File: config.mk
export PLATFORM = sky130hd
export DESIGN_NAME = data_mem_ctrl
export DESIGN_NICKNAME = d
export VERILOG_FILES = /design/src/rtl/cpu_pkg.sv /design/src/rtl/data_mem_ctrl.sv
export SDC_FILE = /design/constraint.sdc
export NUM_CORES = 1
export LEC_CHECK = 0
export CAP_MARGIN = 30
export CORE_MARGIN = 8
export CORE_UTILIZATION = 49
export DETAILED_ROUTE_END_ITERATION = 7
export GPL_ROUTABILITY_DRIVEN = 0
export HOLD_SLACK_MARGIN = 0.03
export MAX_ROUTING_LAYER = met4
export PLACE_DENSITY = 0.84
export SYNTH_ARGS = -nofsm -noshare
export SYNTH_HDL_FRONTEND = slang
export SYNTH_SLANG_ARGS = --single-unit
File: constraint.sdc
create_clock -name clk -period 2.2 [get_ports clk]
set_input_delay 0.55 -clock clk [delete_from_list [all_inputs] [get_ports clk]]
set_output_delay 0.55 -clock clk [all_outputs]
set_load 0.02 [all_outputs]
File: src/rtl/cpu_pkg.sv
// Shared definitions for the 4-bit CPU data-memory controller.
// Holds the command opcode encoding and the controller state enum.
package cpu_pkg;

  localparam logic [1:0] OP_LOAD     = 2'b00;
  localparam logic [1:0] OP_STORE    = 2'b01;
  localparam logic [1:0] OP_FILL     = 2'b10;
  localparam logic [1:0] OP_CHECKSUM = 2'b11;

  typedef enum logic [2:0] {
    IDLE,
    WR,
    RD,
    RD_SAMPLE,
    RESP
  } state_e;

endpackage

File: src/rtl/data_mem_ctrl.sv
// Initiator-side controller for data_memory.
// Turns LOAD/STORE/FILL/CHECKSUM commands into we/addr/data_in sequences,
// samples data_out on a two-cycle read, and returns one response per command.
// Ports:
//   clk, rst_n                      clock, async active-low reset
//   cmd_valid/cmd_ready             command handshake
//   cmd_op/cmd_addr/cmd_data/cmd_len command payload
//   rsp_valid/rsp_ready             response handshake
//   rsp_data/rsp_ovf                response payload
//   mem_we/mem_addr/mem_wdata       drive data_memory inputs
//   mem_rdata                       data_memory read data
module data_mem_ctrl #(
  parameter int unsigned AW = 4,
  parameter int unsigned DW = 4
) (
  input  logic          clk,
  input  logic          rst_n,
  input  logic          cmd_valid,
  output logic          cmd_ready,
  input  logic [1:0]    cmd_op,
  input  logic [AW-1:0] cmd_addr,
  input  logic [DW-1:0] cmd_data,
  input  logic [AW-1:0] cmd_len,
  output logic          rsp_valid,
  input  logic          rsp_ready,
  output logic [DW-1:0] rsp_data,
  output logic          rsp_ovf,
  output logic          mem_we,
  output logic [AW-1:0] mem_addr,
  output logic [DW-1:0] mem_wdata,
  input  logic [DW-1:0] mem_rdata
);

  import cpu_pkg::*;

  state_e        state_q, state_d;
  logic [1:0]    op_q, op_d;
  logic [AW-1:0] addr_q, addr_d;
  logic [DW-1:0] data_q, data_d;
  logic [AW-1:0] cnt_q, cnt_d;
  logic [DW-1:0] acc_q, acc_d;
  logic          ovf_q, ovf_d;
  logic [DW-1:0] rsp_data_q, rsp_data_d;
  logic          rsp_ovf_q, rsp_ovf_d;
  logic [DW-1:0] mem_wdata_q, mem_wdata_d;
  logic          cmd_ready_q, rsp_valid_q, mem_we_q;
  logic [DW:0]   sum;

  // Next-state, datapath and response computation.
  always_comb begin
    state_d     = state_q;
    op_d        = op_q;
    addr_d      = addr_q;
    data_d      = data_q;
    cnt_d       = cnt_q;
    acc_d       = acc_q;
    ovf_d       = ovf_q;
    rsp_data_d  = rsp_data_q;
    rsp_ovf_d   = rsp_ovf_q;
    mem_wdata_d = mem_wdata_q;
    // Extra top bit captures the carry-out of the checksum add.
    sum         = {1'b0, acc_q} + {1'b0, mem_rdata};

    case (state_q)
      IDLE: begin
        if (cmd_valid) begin
          op_d   = cmd_op;
          addr_d = cmd_addr;
          data_d = cmd_data;
          cnt_d  = (cmd_op == OP_FILL || cmd_op == OP_CHECKSUM) ? cmd_len : '0;
          acc_d  = '0;
          ovf_d  = 1'b0;
          state_d = (cmd_op == OP_STORE || cmd_op == OP_FILL) ? WR : RD;
        end
      end
      WR: begin
        if (cnt_q == '0) begin
          state_d    = RESP;
          rsp_data_d = data_q;
          rsp_ovf_d  = 1'b0;
        end else begin
          addr_d = addr_q + AW'(1);
          cnt_d  = cnt_q - AW'(1);
        end
      end
      RD: begin
        state_d = RD_SAMPLE;
      end
      RD_SAMPLE: begin
        if (op_q == OP_CHECKSUM) begin
          acc_d = sum[DW-1:0];
          ovf_d = ovf_q | sum[DW];
        end
        if (cnt_q == '0) begin
          state_d = RESP;
          if (op_q == OP_CHECKSUM) begin
            rsp_data_d = sum[DW-1:0];
            rsp_ovf_d  = ovf_q | sum[DW];
          end else begin
            rsp_data_d = mem_rdata;
            rsp_ovf_d  = 1'b0;
          end
        end else begin
          addr_d  = addr_q + AW'(1);
          cnt_d   = cnt_q - AW'(1);
          state_d = RD;
        end
      end
      RESP: begin
        if (rsp_ready) state_d = IDLE;
      end
      default: state_d = IDLE;
    endcase

    // Write data only moves when a write cycle is coming; otherwise it holds.
    if (state_d == WR) mem_wdata_d = data_d;
  end

  // State and datapath registers; flag outputs are pre-decoded from state_d.
  always_ff @(posedge clk or negedge rst_n) begin
    if (!rst_n) begin
      state_q     <= IDLE;
      op_q        <= OP_LOAD;
      addr_q      <= '0;
      data_q      <= '0;
      cnt_q       <= '0;
      acc_q       <= '0;
      ovf_q       <= 1'b0;
      rsp_data_q  <= '0;
      rsp_ovf_q   <= 1'b0;
      mem_wdata_q <= '0;
      cmd_ready_q <= 1'b1;
      rsp_valid_q <= 1'b0;
      mem_we_q    <= 1'b0;
    end else begin
      state_q     <= state_d;
      op_q        <= op_d;
      addr_q      <= addr_d;
      data_q      <= data_d;
      cnt_q       <= cnt_d;
      acc_q       <= acc_d;
      ovf_q       <= ovf_d;
      rsp_data_q  <= rsp_data_d;
      rsp_ovf_q   <= rsp_ovf_d;
      mem_wdata_q <= mem_wdata_d;
      cmd_ready_q <= (state_d == IDLE);
      rsp_valid_q <= (state_d == RESP);
      mem_we_q    <= (state_d == WR);
    end
  end

  assign cmd_ready = cmd_ready_q;
  assign rsp_valid = rsp_valid_q;
  assign rsp_data  = rsp_data_q;
  assign rsp_ovf   = rsp_ovf_q;
  assign mem_we    = mem_we_q;
  assign mem_addr  = addr_q;
  assign mem_wdata = mem_wdata_q;

endmodule

==> out/metrics.csv, run 1 <==
stage;metric;value;unit
logic_synthesis;synth_enable_flop_cells;0;
global_routing;antenna_found_initial;0;
min_path;hold_class;flip-flop to flip-flop;
setup_path;crit_fanout;2;
sta;fmax;465;MHz
placement;hpwlAfterDp;3050;um
logic_synthesis;synth_fa_ha_area_frac;0.0661;
floorplan;die_w;76.9;um
floorplan;start_util;0.504;
final_layout;diodes;0;
logic_synthesis;synth_simple_gate_area_frac;0.140;
clocking;cts_buffer_depth;2;
final_layout;multiInputGateArea;873;um^2
logic_synthesis;synth_fp_nets;200;
sta;tightestPinTransition;0.429;ns
sta;setup_tns;0;ns
final_layout;regArea;852;um^2
drt;dr.pass1.iters;4;
setup_path;crit_type;primary input to flip-flop;
drt;ant_nets;0;
logic_synthesis;postSynthCellCount;169;
logic_synthesis;syn-cell-area;1820;um^2
final_layout;final_nets;252;
placement;port_buffers;37;
logic_synthesis;synth_top_family_by_area;compound AO/OA/AOI/OAI gates;
global_routing;grt_max_degree;35;
clocking;clock_sinks;34;
power;peakVddDrop;916;uV
sta;fin_skew;0.00964;ns
power;p_total;3.56;mW
power;cellPowerDensity;1470;nW/um^2
logic_synthesis;synth_compound_area_frac;0.178;
clocking;h-tree-depth;2;
sta;hold_violations;0;
clocking;postCtsSetupRepairBufs;0;
global_routing;grt_pass1_wl;7100;um
clocking;clk_pin_slew;0.07;ns
sta;period_share;0.977;
clocking;cts_made_buffers;5;
setup_path;cp.required;2.38;ns
final_layout;drive_gt1_frac;0.212;
logic_synthesis;ys_types;43;
setup_path;arrival;2.33;ns
clocking;cts_tree;yes;
drt;vias;1478;
logic_synthesis;synth_warnings;0;
sta;fin_crit;2.15;ns
floorplan;rows;22;
setup_path;r2r_setup_slack;0.18;ns
floorplan;io_pins;38;
final_layout;filler_cell_count;266;
drt;vias_per_cell;5.47;
logic_synthesis;async_reset_ff_frac;1.00;
global_routing;grt_pass1_vias;1491;
drt;wirelength;4270;um
setup_path;startpoint_type;primary input;
power;leakagePower;1.10;nW
floorplan;core;3610;um^2
floorplan;die_y;76.9;um
sta;rsz0062_at_grt;no;
sta;setup_viol;0;
flow_run;max_cap_viol_count;0;
global_routing;grt_util_all_layers;0.151;
logic_synthesis;syn_avg_cell_area;10.7;um^2
clocking;clkLatencyLatePin;0.29;ns
logic_synthesis;synthFlopType;dfrtp_1;
sta;slew_headroom;0.714;
logic_synthesis;ys_seq_area_frac;0.469;
floorplan;die-area;5910;um^2
run_status;status;complete, no violations;
global_routing;overflow;0;
setup_path;crit_path_end_kind;flip-flop;
sta;slew_violations;0;
final_layout;area_growth;33.4;%
logic_synthesis;synth-seq-cells;34;
clocking;postCtsHoldBufs;0;
logic_synthesis;yosys.area_share.xor_xnor;0.00964;
clocking;clockRootBuffer;clkbuf_8;
drt;drtIter0Drc;87;
drt;drc;0;
drt;wire_per_inst;15.8;um
logic_synthesis;synth.mux.area_fraction;0.0847;
[worst paths after layout]
path / depth (start not counted) / from / endpoint
hold / removal: 1 / mem_wdata[2] / mem_wdata[2]
setup / recovery: 7 / mem_rdata[0] / rsp_ovf
setup reg to reg: 7 / cnt_q[0] / mem_wdata[0]
hold reg to reg: 1 / mem_wdata[2] / mem_wdata[2]
max in group asynchronous: 2 / rst_n / cmd_ready
min in group asynchronous: 2 / rst_n / acc_q[3]
[power breakdown]
part           internal, mW  leakage, nW  switching, mW
Clock                 0.339       0.0524          0.219
Combinational         0.920        0.625          0.938
Sequential            0.915        0.421          0.233
[sequential cells by signal (all words and copies together) (netlist names)]
register and flops:
op_q 2, acc_q 4, ovf_q 1, cnt_q 4, data_q 4, cmd_ready 1
rsp_data 4, state_q 3, mem_we 1, rsp_valid 1, rsp_ovf 1, mem_addr 4
mem_wdata 4
[layout make-up]
cell class | instances | area share
Clock buffer | 7 | 0.0315
Clock inverter | 1 | 0.0124
Inverter | 9 | 0.0139
Multi-Input combinational cell | 117 | 0.360
Sequential cell | 34 | 0.352
Tap cell | 48 | 0.0248
Timing Repair Buffer | 54 | 0.205
[placed cells by master (no fill, tap or decap), types with 2 or more instances in the layout]
cell type	count
o21ai_0	14
a31o_2	2
dfrtp_1	33
mux2i_1	3
o22ai_1	2
buf_4	17
a211oi_1	2
nand3_1	8
nor3_2	2
or3_1	2
nor3_1	4
mux2_2	11
o31ai_1	2
a21oi_1	12
clkbuf_8	5
nor2b_1	2
inv_1	9
ha_1	7
nand2b_4	2
clkdlybuf4s50_1	37
nand2_1	6
a21o_1	4
clkbuf_1	2
a2bb2oi_1	2
nor2_1	12
[per-stage QoR]
step / hold slack (ns) / std cells / worst slack [ns] / area, um^2 / utilization
final: 0.513 / 270 / 0.0502 / 2420 / 0.672
after global routing: 0.539 / 270 / 0.00606 / 2420 / 0.672
after CTS: 0.519 / 270 / 0.0233 / 2420 / 0.671
after detailed placement: 0.496 / 262 / -0.309 / 2310 / 0.641
after global placement: 0.489 / 262 / -0.249 / 2310 / 0.641
after floorplan: 0.254 / 169 / 0.225 / 1820 / -
[critical path, cell delays in order]
cell and delay (ns):
clkdlybuf4s50_1 0.43, ha_2 0.22, fa_2 0.35, a21o_1 0.19, a211oi_1 0.22, nor2_1 0.09
mux2_2 0.27
[kinds of logic after synthesis]
group / Yosys count
DFF: 34
xor gates and xnor gates: 2
adders and majority gates: 9
buffers and inverters: 18
muxes: 14
and+or+nand+nor: 44
AOI/OAI and AO/OA: 48
[routing by layer]
metal | GRT usage | vias up | wire, um
li1 | - | 711 | -
met4 | 0.0712 | 0 | 87
met2 | 0.229 | 29 | 2090
met1 | 0.185 | 730 | 1960
met5 | - | - | 0
met3 | 0.0361 | 8 | 134
[cell usage after synthesis (3+ instances only)]
library cell	count	area, um^2
nand2_1	6	22.5
dfrtp_1	33	826
nand3_1	8	40.0
mux2_2	11	124
nor2_1	12	45.0
ha_1	8	100
a21o_1	4	30.0
inv_1	9	33.8
mux2i_1	3	30.0
buf_6	3	33.8
o21ai_0	14	70.1
a21oi_1	12	60.1
nor3_1	4	20.0
clkbuf_1	3	11.3
[repair_timing]
action / in CTS / in global routing
resized for setup: 1 / 1
endpoints found under the hold margin: 0 / 0
setup endpoints to repair: 1 / 3
No activity file was read; power rests on OpenSTA's default activity.
==> inputs of run 2 (changes only) <==
CORE_UTILIZATION = 40   (was 49)
PLACE_DENSITY = 0.74   (was 0.84)
==> out/metrics.csv, run 2 (same netlist as run 1, synthesis figures left out) <==
stage;metric;value;unit
run_status;status;complete, no violations;
floorplan;core;4350;um^2
setup_path;cp-startpoint;mem_rdata[0];
floorplan;die_w;83.4;um
final_layout;final_nets;251;
final_layout;layout_commonest_cell;clkdlybuf4s50_1;
floorplan;rows;24;
sta;slew_headroom;0.711;
drt;drc;0;
final_layout;filler_cell_count;359;
min_path;hold_class;flip-flop to flip-flop;
drt;dr.pass1.iters;4;
clocking;clock_sinks;34;
clocking;cts_buffer_depth;2;
drt;wirelength;4160;um
power;switching_share;0.392;
power;p_int;2.15;mW
global_routing;grt_pass1_wl;7030;um
sta;slew_violations;0;
placement;dp_slack;-0.278;ns
placement;hpwlAfterDp;3100;um
drt;met2WireLength;2050;um
global_routing;antenna_found_initial;0;
setup_path;r2r_setup_slack;0.17;ns
setup_path;startpoint_type;primary input;
sta;tightestPinTransition;0.433;ns
clocking;h-tree-depth;2;
clocking;cts_made_buffers;5;
sta;period_share;0.945;
setup_path;worst_r2r_path_depth;5;
setup_path;timing.rr.end;rsp_ovf;
drt;dr_wl_met3;108;um
power;p_clk_frac;0.164;
power;pwr-share-comb;0.513;
setup_path;arrival;2.26;ns
clocking;postCtsHoldBufs;0;
setup_path;slowest_delay;0.42;ns
setup_path;crit_fanout;2;
setup_path;crit_chain;clkdlybuf4s50_1 -> ha_2 -> fa_2 -> a21o_1 -> a211oi_2 -> nor2_1 -> mux2_2;
placement;port_buffers;37;
drt;vias;1418;
clocking;cts_resized;0;
setup_path;regToRegStartpoint;cnt_q[0];
sta;fmax;481;MHz
clocking;clockRootBuffer;clkbuf_8;
drt;dr.max_layer_used;met4;
flow_run;max_cap_viol_count;0;
setup_path;cp.required;2.38;ns
drt;vias_per_cell;5.19;
power;peakVddDrop;660;uV
drt;ant_nets;0;
sta;rsz0062_at_grt;no;
final_layout;drive_gt1_frac;0.222;
power;power.switching;1.39;mW
power;p_total;3.54;mW
clocking;cts_tree;yes;
final_layout;area_growth;34.0;%
clocking;clk_pin_slew;0.08;ns
sta;fin_crit;2.08;ns
global_routing;overflow;0;
floorplan;die-area;6950;um^2
setup_path;crit_type;primary input to flip-flop;
clocking;postCtsSetupRepairBufs;0;
sta;hold_violations;0;
sta;setup_viol;0;
floorplan;start_util;0.417;
clocking;clkLatencyLatePin;0.29;ns
power;cellPowerDensity;1460;nW/um^2
setup_path;crit_path_end_kind;flip-flop;
setup_path;crit_path_end;rsp_ovf;
floorplan;die_y;83.4;um
floorplan;io_pins;38;
global_routing;grt_max_degree;35;
drt;wl_met1;1930;um
final_layout;multiInputGateArea;878;um^2
setup_path;cp_slowest_cell;clkdlybuf4s50_1;
drt;drtIter0Drc;114;
final_layout;regArea;852;um^2
sta;fin_skew;0.00555;ns
global_routing;grt_pass1_vias;1460;
final_layout;diodes;0;
power;leakagePower;1.09;nW
sta;setup_ws;0.120;ns
power;p_seq_frac;0.323;
drt;wire_per_inst;15.3;um
final_layout;final_cell_mix;clkdlybuf4s50_1 (37), dfrtp_1 (33), buf_4 (16), o21ai_0 (14);
sta;whs;0.516;ns
global_routing;grt_util_all_layers;0.125;
-- run 2: cell count changes in the layout (fill, tap and decap cells not counted), sizes merged --
cell and delta:
clkinvlp +2, clkbuf -2, buf -1
-- run 2: cell type report --
cell class	instances	area share
Multi-Input combinational cell	117	0.361
Sequential cell	34	0.350
Timing Repair Buffer	53	0.202
Clock buffer	5	0.0283
Tap cell	52	0.0267
Clock inverter	3	0.0185
Inverter	9	0.0139
-- run 2: how the worst min path moves through the flow --
stage,start,end,cells after the start
after floorplan,rst_n,acc_q[0],0
after global placement,acc_q[0],acc_q[0],2
after detailed placement,acc_q[0],acc_q[0],2
after CTS,acc_q[0],acc_q[0],2
after global routing,rsp_ovf,rsp_ovf,1
final,mem_wdata[0],mem_wdata[0],1
-- run 2: per-stage QoR --
step	cell area, um^2	TNS, ns	std cells	util
final	2430	0	273	0.559
after CTS	2420	0	273	0.557
after detailed placement	2310	-1.26	265	0.530
after global placement	2310	-1.33	265	0.530
after floorplan	1820	0	169	-
after global routing	2430	0	273	0.559
-- run 2: layer usage --
layer / vias to the layer above / GRT usage
met5: - / -
met4: 0 / 0.0623
met3: 5 / 0.0264
met2: 19 / 0.196
met1: 684 / 0.149
li1: 710 / -
-- run 2: worst max-delay path: cells and delay by family --
family | cells | cell delay [ns]
fa+ha+maj | 2 | 0.54
mux | 1 | 0.27
simple gates | 1 | 0.07
buf+inv | 1 | 0.42
compound gates | 2 | 0.39
-- run 2: power by group through the flow --
stage	Combinational (mW)	Sequential [mW]	Clock, mW
detailed placement	1.82	1.15	0
finish	1.82	1.15	0.581
global placement	1.78	1.14	0
global route	2.00	1.19	0.612
CTS	1.82	1.15	0.595
floorplan	1.10	1.24	0
==> inputs of run 3 (changes only) <==
clock period = 2.7 ns   (was 2.2 ns; I/O delays follow)
==> out/metrics.csv, run 3 (same netlist as run 1, synthesis figures left out) <==
stage;metric;value;unit
clocking;clkLatencyLatePin;0.28;ns
power;leakagePower;1.05;nW
final_layout;final_nets;238;
power;peakVddDrop;657;uV
global_routing;grt_pass1_wl;6780;um
setup_path;timing.rr.end;rsp_ovf;
global_routing;grt_pass1_vias;1461;
floorplan;die-area;6950;um^2
final_layout;area_growth;29.6;%
clocking;clock_sinks;34;
setup_path;cp-startpoint;mem_rdata[0];
clocking;clockRootBuffer;clkbuf_8;
floorplan;die_w;83.4;um
setup_path;cp.buffers_inverters;1;
global_routing;grt_max_degree;35;
final_layout;diodes;0;
drt;drtIter0Drc;85;
setup_path;crit_path_end_kind;flip-flop;
flow_run;max_cap_viol_count;0;
run_status;status;complete, no violations;
setup_path;crit_path_end;rsp_ovf;
drt;wirelength;3950;um
power;switching_share;0.377;
power;p_clk_frac;0.200;
clocking;h-tree-depth;2;
sta;fin_crit;2.35;ns
setup_path;cp_slowest_cell;clkdlybuf4s50_1;
floorplan;rows;24;
power;power.switching;1.09;mW
global_routing;antenna_found_initial;0;
power;pwr-share-comb;0.472;
setup_path;cp.required;2.87;ns
setup_path;arrival;2.52;ns
floorplan;core;4350;um^2
setup_path;crit_type;primary input to flip-flop;
sta;setup_viol;0;
drt;ant_nets;0;
final_layout;drive_gt1_frac;0.159;
setup_path;worst_r2r_path_depth;5;
drt;vias;1384;
clocking;clk_pin_slew;0.07;ns
drt;drc;0;
setup_path;regToRegStartpoint;cnt_q[0];
setup_path;slowest_delay;0.44;ns
drt;wire_per_inst;15.2;um
setup_path;cpLargestDelayFamily;adder cells;
final_layout;final_cells;260;
final_layout;filler_cell_count;385;
min_path;hold_class;flip-flop to flip-flop;
floorplan;io_pins;38;
sta;setup_ws;0.350;ns
setup_path;startpoint_type;primary input;
placement;placed_cells;252;
power;p_seq_frac;0.328;
clocking;cts_resized;0;
final_layout;layout_commonest_cell;clkdlybuf4s50_1;
sta;period_share;0.870;
clocking;cts_made_buffers;5;
clocking;cts_tree;yes;
sta;fin_skew;0.00773;ns
power;p_int;1.81;mW
sta;fmax;426;MHz
final_layout;final_cell_mix;clkdlybuf4s50_1 (37), dfrtp_1 (33), o21ai_0 (14), a21oi_1 (12), nor2_1 (12);
sta;slew_headroom;0.655;
placement;dp_slack;0.0733;ns
clocking;postCtsHoldBufs;0;
setup_path;crit_fanout;2;
floorplan;start_util;0.417;
sta;hold_violations;0;
setup_path;crit_chain;clkdlybuf4s50_1 -> ha_1 -> fa_1 -> a21o_1 -> a211oi_1 -> nor2_1 -> mux2_2;
floorplan;die_y;83.4;um
global_routing;grt_util_all_layers;0.122;
setup_path;path_depth;7;
clocking;cts_buffer_depth;2;
setup_path;r2r_setup_slack;0.66;ns
placement;hpwlAfterDp;2960;um
sta;slew_violations;0;
sta;rsz0062_at_grt;no;
sta;setup_tns;0;ns
drt;vias_per_cell;5.32;
power;cellPowerDensity;1230;nW/um^2
clocking;postCtsSetupRepairBufs;0;
drt;dr.pass1.iters;4;
global_routing;overflow;0;
sta;tightestPinTransition;0.518;ns
placement;port_buffers;37;
run 3: cell type report:
type | instances | area [um^2] | area share
multi-input combinational | 117 | 868 | 0.369
sequential | 34 | 852 | 0.362
timing repair buffer | 40 | 393 | 0.167
clock buffer | 6 | 82.6 | 0.0351
tap | 52 | 65.1 | 0.0276
clock inverter | 2 | 60.1 | 0.0255
inverter | 9 | 33.8 | 0.0143
run 3: worst min-delay path by stage:
stage | start | endpoint | slack (ns) | cells after the start
2_1_floorplan | rst_n | acc_q[0] | 0.38 | 0
3_3_place_gp | acc_q[0] | acc_q[0] | 0.49 | 2
3_5_place_dp | acc_q[0] | acc_q[0] | 0.50 | 2
4_1_cts | acc_q[0] | acc_q[0] | 0.52 | 2
5_1_grt | mem_wdata[1] | mem_wdata[1] | 0.53 | 1
6_report | mem_wdata[0] | mem_wdata[0] | 0.51 | 1
run 3: layer usage:
| layer | up-vias | GRT usage | wire length [um] |
|---|---|---|---|
| li1 | 682 | - | - |
| met1 | 666 | 0.136 | 1790 |
| met2 | 34 | 0.199 | 1960 |
| met3 | 2 | 0.0371 | 150 |
| met4 | 0 | 0.0495 | 49 |
| met5 | - | - | 0 |
run 3: power groups by stage:
stage               clock [mW]  sequential (mW)  combinational, mW
finish                   0.581            0.951               1.37
global route             0.615            0.988               1.51
CTS                      0.590            0.953               1.38
detailed placement           0            0.959               1.37
global placement             0            0.957               1.35
floorplan                    0             1.01              0.899
run 3: through the flow:
stage	hold WS (ns)	util	power, mW	instance area, um^2
after floorplan	0.379	-	1.91	1820
after global placement	0.493	0.508	2.30	2210
after detailed placement	0.499	0.508	2.33	2210
after CTS	0.515	0.541	2.92	2350
after global routing	0.531	0.541	3.11	2350
final	0.511	0.541	2.90	2350
run 3: worst reg2reg max path: cells and delay by family, from the launching register on:
family / cells / cell delay [ns]
and+or+nand+nor: 2 / 0.88
muxes: 1 / 0.39
DFF: 1 / 0.39
adders and majority gates: 1 / 0.19
buffers and inverters: 1 / 0.08
